--- src/rtl/syn_ram_pkg.sv ---
// Shared constants, state encoding and lane-merge helper for syn_dual_port_ram_be.
// Latency: n/a (package). Backpressure: n/a.
// Provides the lane-merge function used by both the write path and the read bypass.
package syn_ram_pkg;

  localparam int DEF_RAM_WIDTH  = 8;
  localparam int DEF_RAM_DEPTH  = 16;
  localparam int DEF_ADDR_SIZE  = 4;
  localparam int DEF_LANE_WIDTH = 8;

  // Merge helper works on a fixed wide word; callers cast in and out.
  localparam int MERGE_W  = 256;
  localparam int MERGE_AW = 8;

  typedef logic [MERGE_W-1:0] merge_word_t;

  typedef enum logic {ST_CLEAR, ST_IDLE} ram_state_t;

  function automatic merge_word_t lane_merge(input merge_word_t old_word,
                                             input merge_word_t new_word,
                                             input merge_word_t be,
                                             input int          lane_width);
    merge_word_t merged;
    merged = old_word;
    for (int i = 0; i < MERGE_W; i++) begin
      if (be[MERGE_AW'(i / lane_width)]) merged[i] = new_word[i];
    end
    return merged;
  endfunction

endpackage

--- src/rtl/ram_clear_seq.sv ---
// Post-reset clear sequencer: walks clr_addr over the whole array, one word per cycle.
// Latency: busy drops RAM_DEPTH cycles after reset is released.
// Backpressure: none; the top ignores user requests while busy is high.
module ram_clear_seq
  import syn_ram_pkg::*;
#(
  parameter int RAM_DEPTH = DEF_RAM_DEPTH,
  parameter int ADDR_SIZE = DEF_ADDR_SIZE
) (
  input  logic                 clock,
  input  logic                 reset,
  output logic                 clr_we,
  output logic [ADDR_SIZE-1:0] clr_addr,
  output logic                 busy
);

  localparam logic [ADDR_SIZE-1:0] LAST_ADDR = ADDR_SIZE'(RAM_DEPTH - 1);

  ram_state_t           state, state_nxt;
  logic [ADDR_SIZE-1:0] clr_ptr, clr_ptr_nxt;
  logic                 busy_nxt;

  always_ff @(posedge clock) begin
    if (reset) begin
      state   <= ST_CLEAR;
      clr_ptr <= '0;
      busy    <= 1'b1;
    end else begin
      state   <= state_nxt;
      clr_ptr <= clr_ptr_nxt;
      busy    <= busy_nxt;
    end
  end

  always_comb begin
    state_nxt   = state;
    clr_ptr_nxt = clr_ptr;
    busy_nxt    = busy;
    clr_we      = 1'b0;
    case (state)
      ST_CLEAR: begin
        // Memory must stay untouched while reset is held.
        clr_we      = !reset;
        clr_ptr_nxt = clr_ptr + ADDR_SIZE'(1);
        if (clr_ptr == LAST_ADDR) begin
          state_nxt   = ST_IDLE;
          clr_ptr_nxt = '0;
          busy_nxt    = 1'b0;
        end
      end
      ST_IDLE: busy_nxt = 1'b0;
      default: state_nxt = ST_CLEAR;
    endcase
  end

  assign clr_addr = clr_ptr;

endmodule

--- src/rtl/syn_dual_port_ram_be.sv ---
// Simple dual-port RAM with lane write enables, write-first bypass and self-clear after reset.
// Latency: read data 1 cycle after rd_en (2 cycles with SYN_RAM_OUT_REG_EN defined).
// Backpressure: none; wr_en/rd_en are ignored while busy (clear in progress).
module syn_dual_port_ram_be
  import syn_ram_pkg::*;
#(
  parameter int RAM_WIDTH  = DEF_RAM_WIDTH,
  parameter int RAM_DEPTH  = DEF_RAM_DEPTH,
  parameter int ADDR_SIZE  = DEF_ADDR_SIZE,
  parameter int LANE_WIDTH = DEF_LANE_WIDTH,
  parameter int NUM_LANES  = RAM_WIDTH / LANE_WIDTH
) (
  input  logic                 clock,
  input  logic                 reset,
  input  logic                 wr_en,
  input  logic [ADDR_SIZE-1:0] wr_addr,
  input  logic [NUM_LANES-1:0] wr_be,
  input  logic [RAM_WIDTH-1:0] d_in,
  input  logic                 rd_en,
  input  logic [ADDR_SIZE-1:0] rd_addr,
  output logic [RAM_WIDTH-1:0] d_out,
  output logic                 rd_valid,
  output logic                 busy
);

  logic [RAM_WIDTH-1:0] mem [RAM_DEPTH];

  logic                 clr_we;
  logic [ADDR_SIZE-1:0] clr_addr;
  logic                 wr_in_range, rd_in_range;
  logic                 user_we, rd_req;
  logic [RAM_WIDTH-1:0] wr_word, rd_word;

  ram_clear_seq #(
    .RAM_DEPTH(RAM_DEPTH),
    .ADDR_SIZE(ADDR_SIZE)
  ) u_clear_seq (
    .clock   (clock),
    .reset   (reset),
    .clr_we  (clr_we),
    .clr_addr(clr_addr),
    .busy    (busy)
  );

  assign wr_in_range = 32'(wr_addr) < RAM_DEPTH;
  assign rd_in_range = 32'(rd_addr) < RAM_DEPTH;
  assign user_we     = wr_en && !busy && wr_in_range;
  assign rd_req      = rd_en && !busy;

  always_comb begin
    wr_word = '0;
    if (wr_in_range)
      wr_word = RAM_WIDTH'(lane_merge(merge_word_t'(mem[wr_addr]), merge_word_t'(d_in),
                                      merge_word_t'(wr_be), LANE_WIDTH));
  end

  // Write-first: a same-address write in this cycle is merged into the read word.
  always_comb begin
    rd_word = '0;
    if (rd_in_range) begin
      if (user_we && wr_addr == rd_addr)
        rd_word = wr_word;
      else
        rd_word = mem[rd_addr];
    end
  end

  always_ff @(posedge clock) begin
    if (clr_we)
      mem[clr_addr] <= '0;
    else if (user_we)
      mem[wr_addr] <= wr_word;
  end

`ifdef SYN_RAM_OUT_REG_EN
  logic [RAM_WIDTH-1:0] d_stage;
  logic                 v_stage;

  always_ff @(posedge clock) begin
    if (reset) begin
      d_stage  <= '0;
      v_stage  <= 1'b0;
      d_out    <= '0;
      rd_valid <= 1'b0;
    end else begin
      if (rd_req) d_stage <= rd_word;
      v_stage  <= rd_req;
      if (v_stage) d_out <= d_stage;
      rd_valid <= v_stage;
    end
  end
`else
  always_ff @(posedge clock) begin
    if (reset) begin
      d_out    <= '0;
      rd_valid <= 1'b0;
    end else begin
      if (rd_req) d_out <= rd_word;
      rd_valid <= rd_req;
    end
  end
`endif

endmodule

--- config.mk ---
export PLATFORM = sky130hd
export DESIGN_NAME = syn_dual_port_ram_be
export DESIGN_NICKNAME = d
export VERILOG_FILES = /design/src/rtl/syn_ram_pkg.sv /design/src/rtl/ram_clear_seq.sv /design/src/rtl/syn_dual_port_ram_be.sv
export SDC_FILE = /design/constraint.sdc
export NUM_CORES = 1
export LEC_CHECK = 0
export ABC_CLOCK_PERIOD_IN_PS = 3900
export BUFFER_PORTS_ARGS = -buffer_cell sky130_fd_sc_hd__buf_4
export CORE_MARGIN = 1.5
export CORE_UTILIZATION = 28
export CTS_CLUSTER_DIAMETER = 200
export DETAILED_ROUTE_END_ITERATION = 6
export GPL_TIMING_DRIVEN = 1
export PLACE_DENSITY = 0.49
export SETUP_SLACK_MARGIN = 0.1
export SKIP_LAST_GASP = 1
export SLEW_MARGIN = 10
export SYNTH_ARGS = -nofsm -noshare
export SYNTH_HDL_FRONTEND = slang
export SYNTH_SLANG_ARGS = --single-unit
--- constraint.sdc ---
create_clock -name clock -period 3.9 [get_ports clock]
set_input_delay 0.585 -clock clock [delete_from_list [all_inputs] [get_ports clock]]
set_output_delay 0.585 -clock clock [all_outputs]
set_load 0.03 [all_outputs]
==> results.rst <==
.. list-table::
   :header-rows: 1

   * - Metric
     - Value
   * - Run status
     - finished, final reports clean
   * - Register clock-pin slew on the reported worst setup and hold paths
     - roughly 0.06 ns
   * - Final core occ
     - approximately a third
   * - Met2 wire length
     - a little over 10 mm
   * - Via count
     - between 4000 and 5000
   * - Detailed Place HPWL
     - 14.89 mm
   * - 1st-pass router iterations
     - 5
   * - Nature of the critical path endpoint
     - flop
   * - Number of top-level pins
     - 31
   * - Wire length on met1
     - between 9 and 10 mm
   * - Inserted Clock Buffers
     - 17
   * - Via count of the first global-routing pass
     - ~4700
   * - Share of Yosys cell area claimed by the top area cell type
     - roughly 54%
   * - Hold-fix buffer count after cts
     - 0
   * - CTS H-Tree Depth
     - 4
   * - Highest cell delay on the worst timing path
     - between 0.9 and 1 ns
   * - Worst path slowest cell
     - sky130_fd_sc_hd__nor2_1
   * - Starting density of the core
     - between 20 and 30%
   * - Area of the placeable core
     - roughly 0.025 sq mm
   * - RD Place Congestion
     - 0.9023
   * - Detailed Route WL
     - about 21 mm
   * - Cell depth of the worst min-delay path
     - 2
   * - Layout overhead on the synthesized area
     - 14.62%
   * - Count of distinct cell types in the synthesized netlist
     - 46
   * - Area share of and/or/nand/nor cells after synthesis
     - under 10%
   * - Fin Clk Skew
     - about 0.009 ns
   * - Highest routing layer actually used
     - met4
   * - Sequential cell area fraction in the yosys report
     - approximately 58%
   * - Compound-gate portion of the synthesized area
     - 9.447%
   * - Largest cells by area after synthesis
     - sky130_fd_sc_hd__edfxtp_1 54%, sky130_fd_sc_hd__mux2i_1 14%, sky130_fd_sc_hd__mux4_2 6.4%, sky130_fd_sc_hd__dfxtp_1 4.2%, sky130_fd_sc_hd__nor2_1 2.9%
   * - Routed Antenna Nets
     - 0
   * - Period utilisation layout
     - 72.17%
   * - Share of synthesized area spent on multiplexers
     - 20.20%
   * - Hold wc startpoint
     - reset
   * - CTS root buffer
     - sky130_fd_sc_hd__clkbuf_16
   * - Iter 0 DRT Violations
     - about 330
   * - Synthesized-area fraction occupied by xor and xnor cells
     - 0.7240%
   * - Number of slew-limit violations in the final report
     - 0
   * - Clock tree from TritonCTS
     - done
   * - Latest clock arrival within the worst-skew pair
     - roughly 0.42 ns
   * - Clock period minus final worst setup slack
     - about 2.8 ns
   * - Launch point of the critical path
     - u_clear_seq.state$_SDFF_PP0_
   * - Hold Slack
     - about 0.50 ns
   * - Share of post-route cells with drive strength above 1
     - between 10% and 20%
   * - Worst ir drop on vdd
     - about 300 uV
   * - Post-cts repair resize count
     - 0
   * - Row Count
     - 58
   * - Worst slew slack as a fraction of its limit
     - around 20%
   * - Area of the die
     - roughly 0.026 sq mm
   * - Post-Syn Area per Cell
     - 14.03 sq um
   * - Library cell occupying the most area in the post-synthesis netlist
     - sky130_fd_sc_hd__edfxtp_1
   * - WP data required
     - 3.94 ns
   * - Global route total overflow
     - 0
   * - Cell repeated most along the worst path
     - sky130_fd_sc_hd__nor2_1
   * - Aggregate global-route resource usage
     - 16.76%
   * - Setup Fix Bufs, Post-CTS
     - 0
   * - Highest Clock Rate
     - roughly 0.36 GHz
   * - Worst min-delay path category
     - input port to flop
   * - Worst setup slack after placement
     - ~0.70 ns
   * - Nets
     - roughly 560
   * - Arrival time at the worst endpoint
     - around 2.9 ns
   * - Cells along the critical path
     - o21ai_1 -> buf_4 -> nor2_1 -> a21oi_1 -> nor2_1
   * - Initial antenna violation count
     - 0
   * - Width of the chip
     - ~160 microns
   * - Worst R2R Path Depth
     - 5
   * - Number of synthesized flops with an enable pin
     - around 130
   * - Clk sinks
     - between 100 and 150
   * - Syn Nets
     - between 500 and 600
   * - Biggest fanout along the worst timing path
     - 11
   * - Flip-flop cell with the highest count after synthesis
     - sky130_fd_sc_hd__edfxtp_1
   * - Buffers on Ports
     - 30
   * - Synthesis warning total
     - 0
   * - Max_cap viols
     - 0
   * - Average detailed-routed wire length per instance
     - 24.11 microns
   * - First-pass GRT wire length
     - 31.40 mm
   * - Buffer levels on the longest clock path
     - 2
   * - Remaining routing DRC violations
     - 0
   * - Unrepaired setup endpoints after global routing
     - no
   * - Height of the die
     - approximately 160 microns
   * - Final instance area
     - slightly above 0.008 sq mm
   * - TNS Setup
     - 0 ns
   * - Async set-reset flop share out of synthesis
     - 0%
   * - Synthesized instance count
     - between 500 and 600
   * - Post-Syn Area
     - 0.007086 sq mm
   * - Number of hold-slack violations in the final timing report
     - 0
   * - Pin count of the biggest net entering global routing
     - 42
   * - Actual transition at the worst max-transition pin
     - approximately 1.2 ns
   * - Antenna diodes
     - 0
   * - Arithmetic-cell share of the synthesized area counting full adders, half adders and majority gates
     - less than 1%
   * - Setup slack of the critical path after layout
     - 1.085 ns
   * - Flip-flop and latch count after synthesis
     - ~140
   * - Detailed route wirelength on metal3
     - 984 microns
   * - Power density normalized to cell area
     - 422.8 mW/mm^2
   * - Via-per-instance ratio
     - between 5 and 6
   * - Startpoint kind of the worst setup timing path
     - flop
   * - Main combinational cell family by area after synthesis
     - multiplexers
   * - WS Path Type
     - flop to flop
   * - Worst reg2reg startpoint
     - u_clear_seq.state$_SDFF_PP0_
   * - Standby leakage power
     - approximately 3.0 nW
   * - Placed cell area
     - 0.007584 sq mm
   * - Endpoints failing setup
     - 0
==> sequential cells by signal, summed over array words and instances, names as in the netlist <==
signal	count
d_out	8
mem	128
rd_valid	1
u_clear_seq.busy	1
u_clear_seq.clr_addr	4
u_clear_seq.state	1
==> power by group <==
part           total, mW  leakage, nW  internal (mW)  switching [mW]
Combinational      0.287         1.30          0.110           0.177
Clock               1.47        0.261          0.816           0.652
Sequential          1.68         1.41           1.67          0.0120
==> cell usage in the layout (no fill, tap or decap), drive strengths merged, types with 5 or more instances in the layout <==
cell,count
a31oi,5
nand3,8
mux2i,98
nor2,55
buf,50
clkinv,10
a21oi,27
a22oi,21
mux4,20
dfxtp,15
inv,6
nor2b,8
nand2,19
a2111oi,8
clkbuf,17
edfxtp,128
==> area by class of cell <==
class,count,area (sq um)
Sequential cell,143,4144
Fill cell,2471,16920
Inverter,3,11.26
Multi-Input combinational cell,318,2640
Tap cell,330,412.9
Clock inverter,15,112.6
Clock buffer,17,425.4
Timing Repair Buffer,50,375.4
==> cell families (layout without fill, tap and decap cells) <==
logic type               count (synthesis)  count (layout)
AO/OA/AOI/OAI                           87              87
XOR/XNOR                                 5               5
adder cells (fa/ha/maj)                  1               1
buffers and inverters                   44              85
flip-flops                             143             143
multiplexers                           118             118
AND/OR/NAND/NOR                        107             107
==> through the flow <==
step | cells | power [mW]
floorplan | 505 | 1.911
detailed placement | 844 | 1.999
CTS | 876 | 3.467
finish | 876 | 3.434
global route | 876 | 3.545
global placement | 844 | 1.997
==> worst max-delay path: cells and delay by family (launching register included) <==
family | cells | cell delay, ns
flip-flops | 1 | 0.51
AND/OR/NAND/NOR | 2 | 1.08
buffers and inverters | 1 | 0.31
AO/OA/AOI/OAI | 2 | 0.52
==> per-layer routing <==
layer	global-route usage (%)	vias to the layer above
met5	0	-
met2	27.27	156
li1	-	2035
met3	2.707	24
met1	22.37	2367
met4	6.589	0
==> cell usage after synthesis, types with 9 or more instances <==
cell,n
sky130_fd_sc_hd__nor2_1,55
sky130_fd_sc_hd__buf_6,9
sky130_fd_sc_hd__buf_4,9
sky130_fd_sc_hd__a21oi_1,27
sky130_fd_sc_hd__a22oi_1,21
sky130_fd_sc_hd__edfxtp_1,128
sky130_fd_sc_hd__mux4_2,20
sky130_fd_sc_hd__mux2i_1,98
sky130_fd_sc_hd__buf_2,10
sky130_fd_sc_hd__nand2_1,19
sky130_fd_sc_hd__dfxtp_1,15
==> path summary, 6_finish.rpt <==
check                                 end  slack, ns
min reg2reg         d_out[7]$_SDFFE_PP0P_       0.52
max reg2reg           mem[0][5]$_DFFE_PP_       1.09
min          u_clear_seq.state$_SDFF_PP0_       0.50
max                   mem[0][5]$_DFFE_PP_       1.09
(Power assumes the default switching activity.)
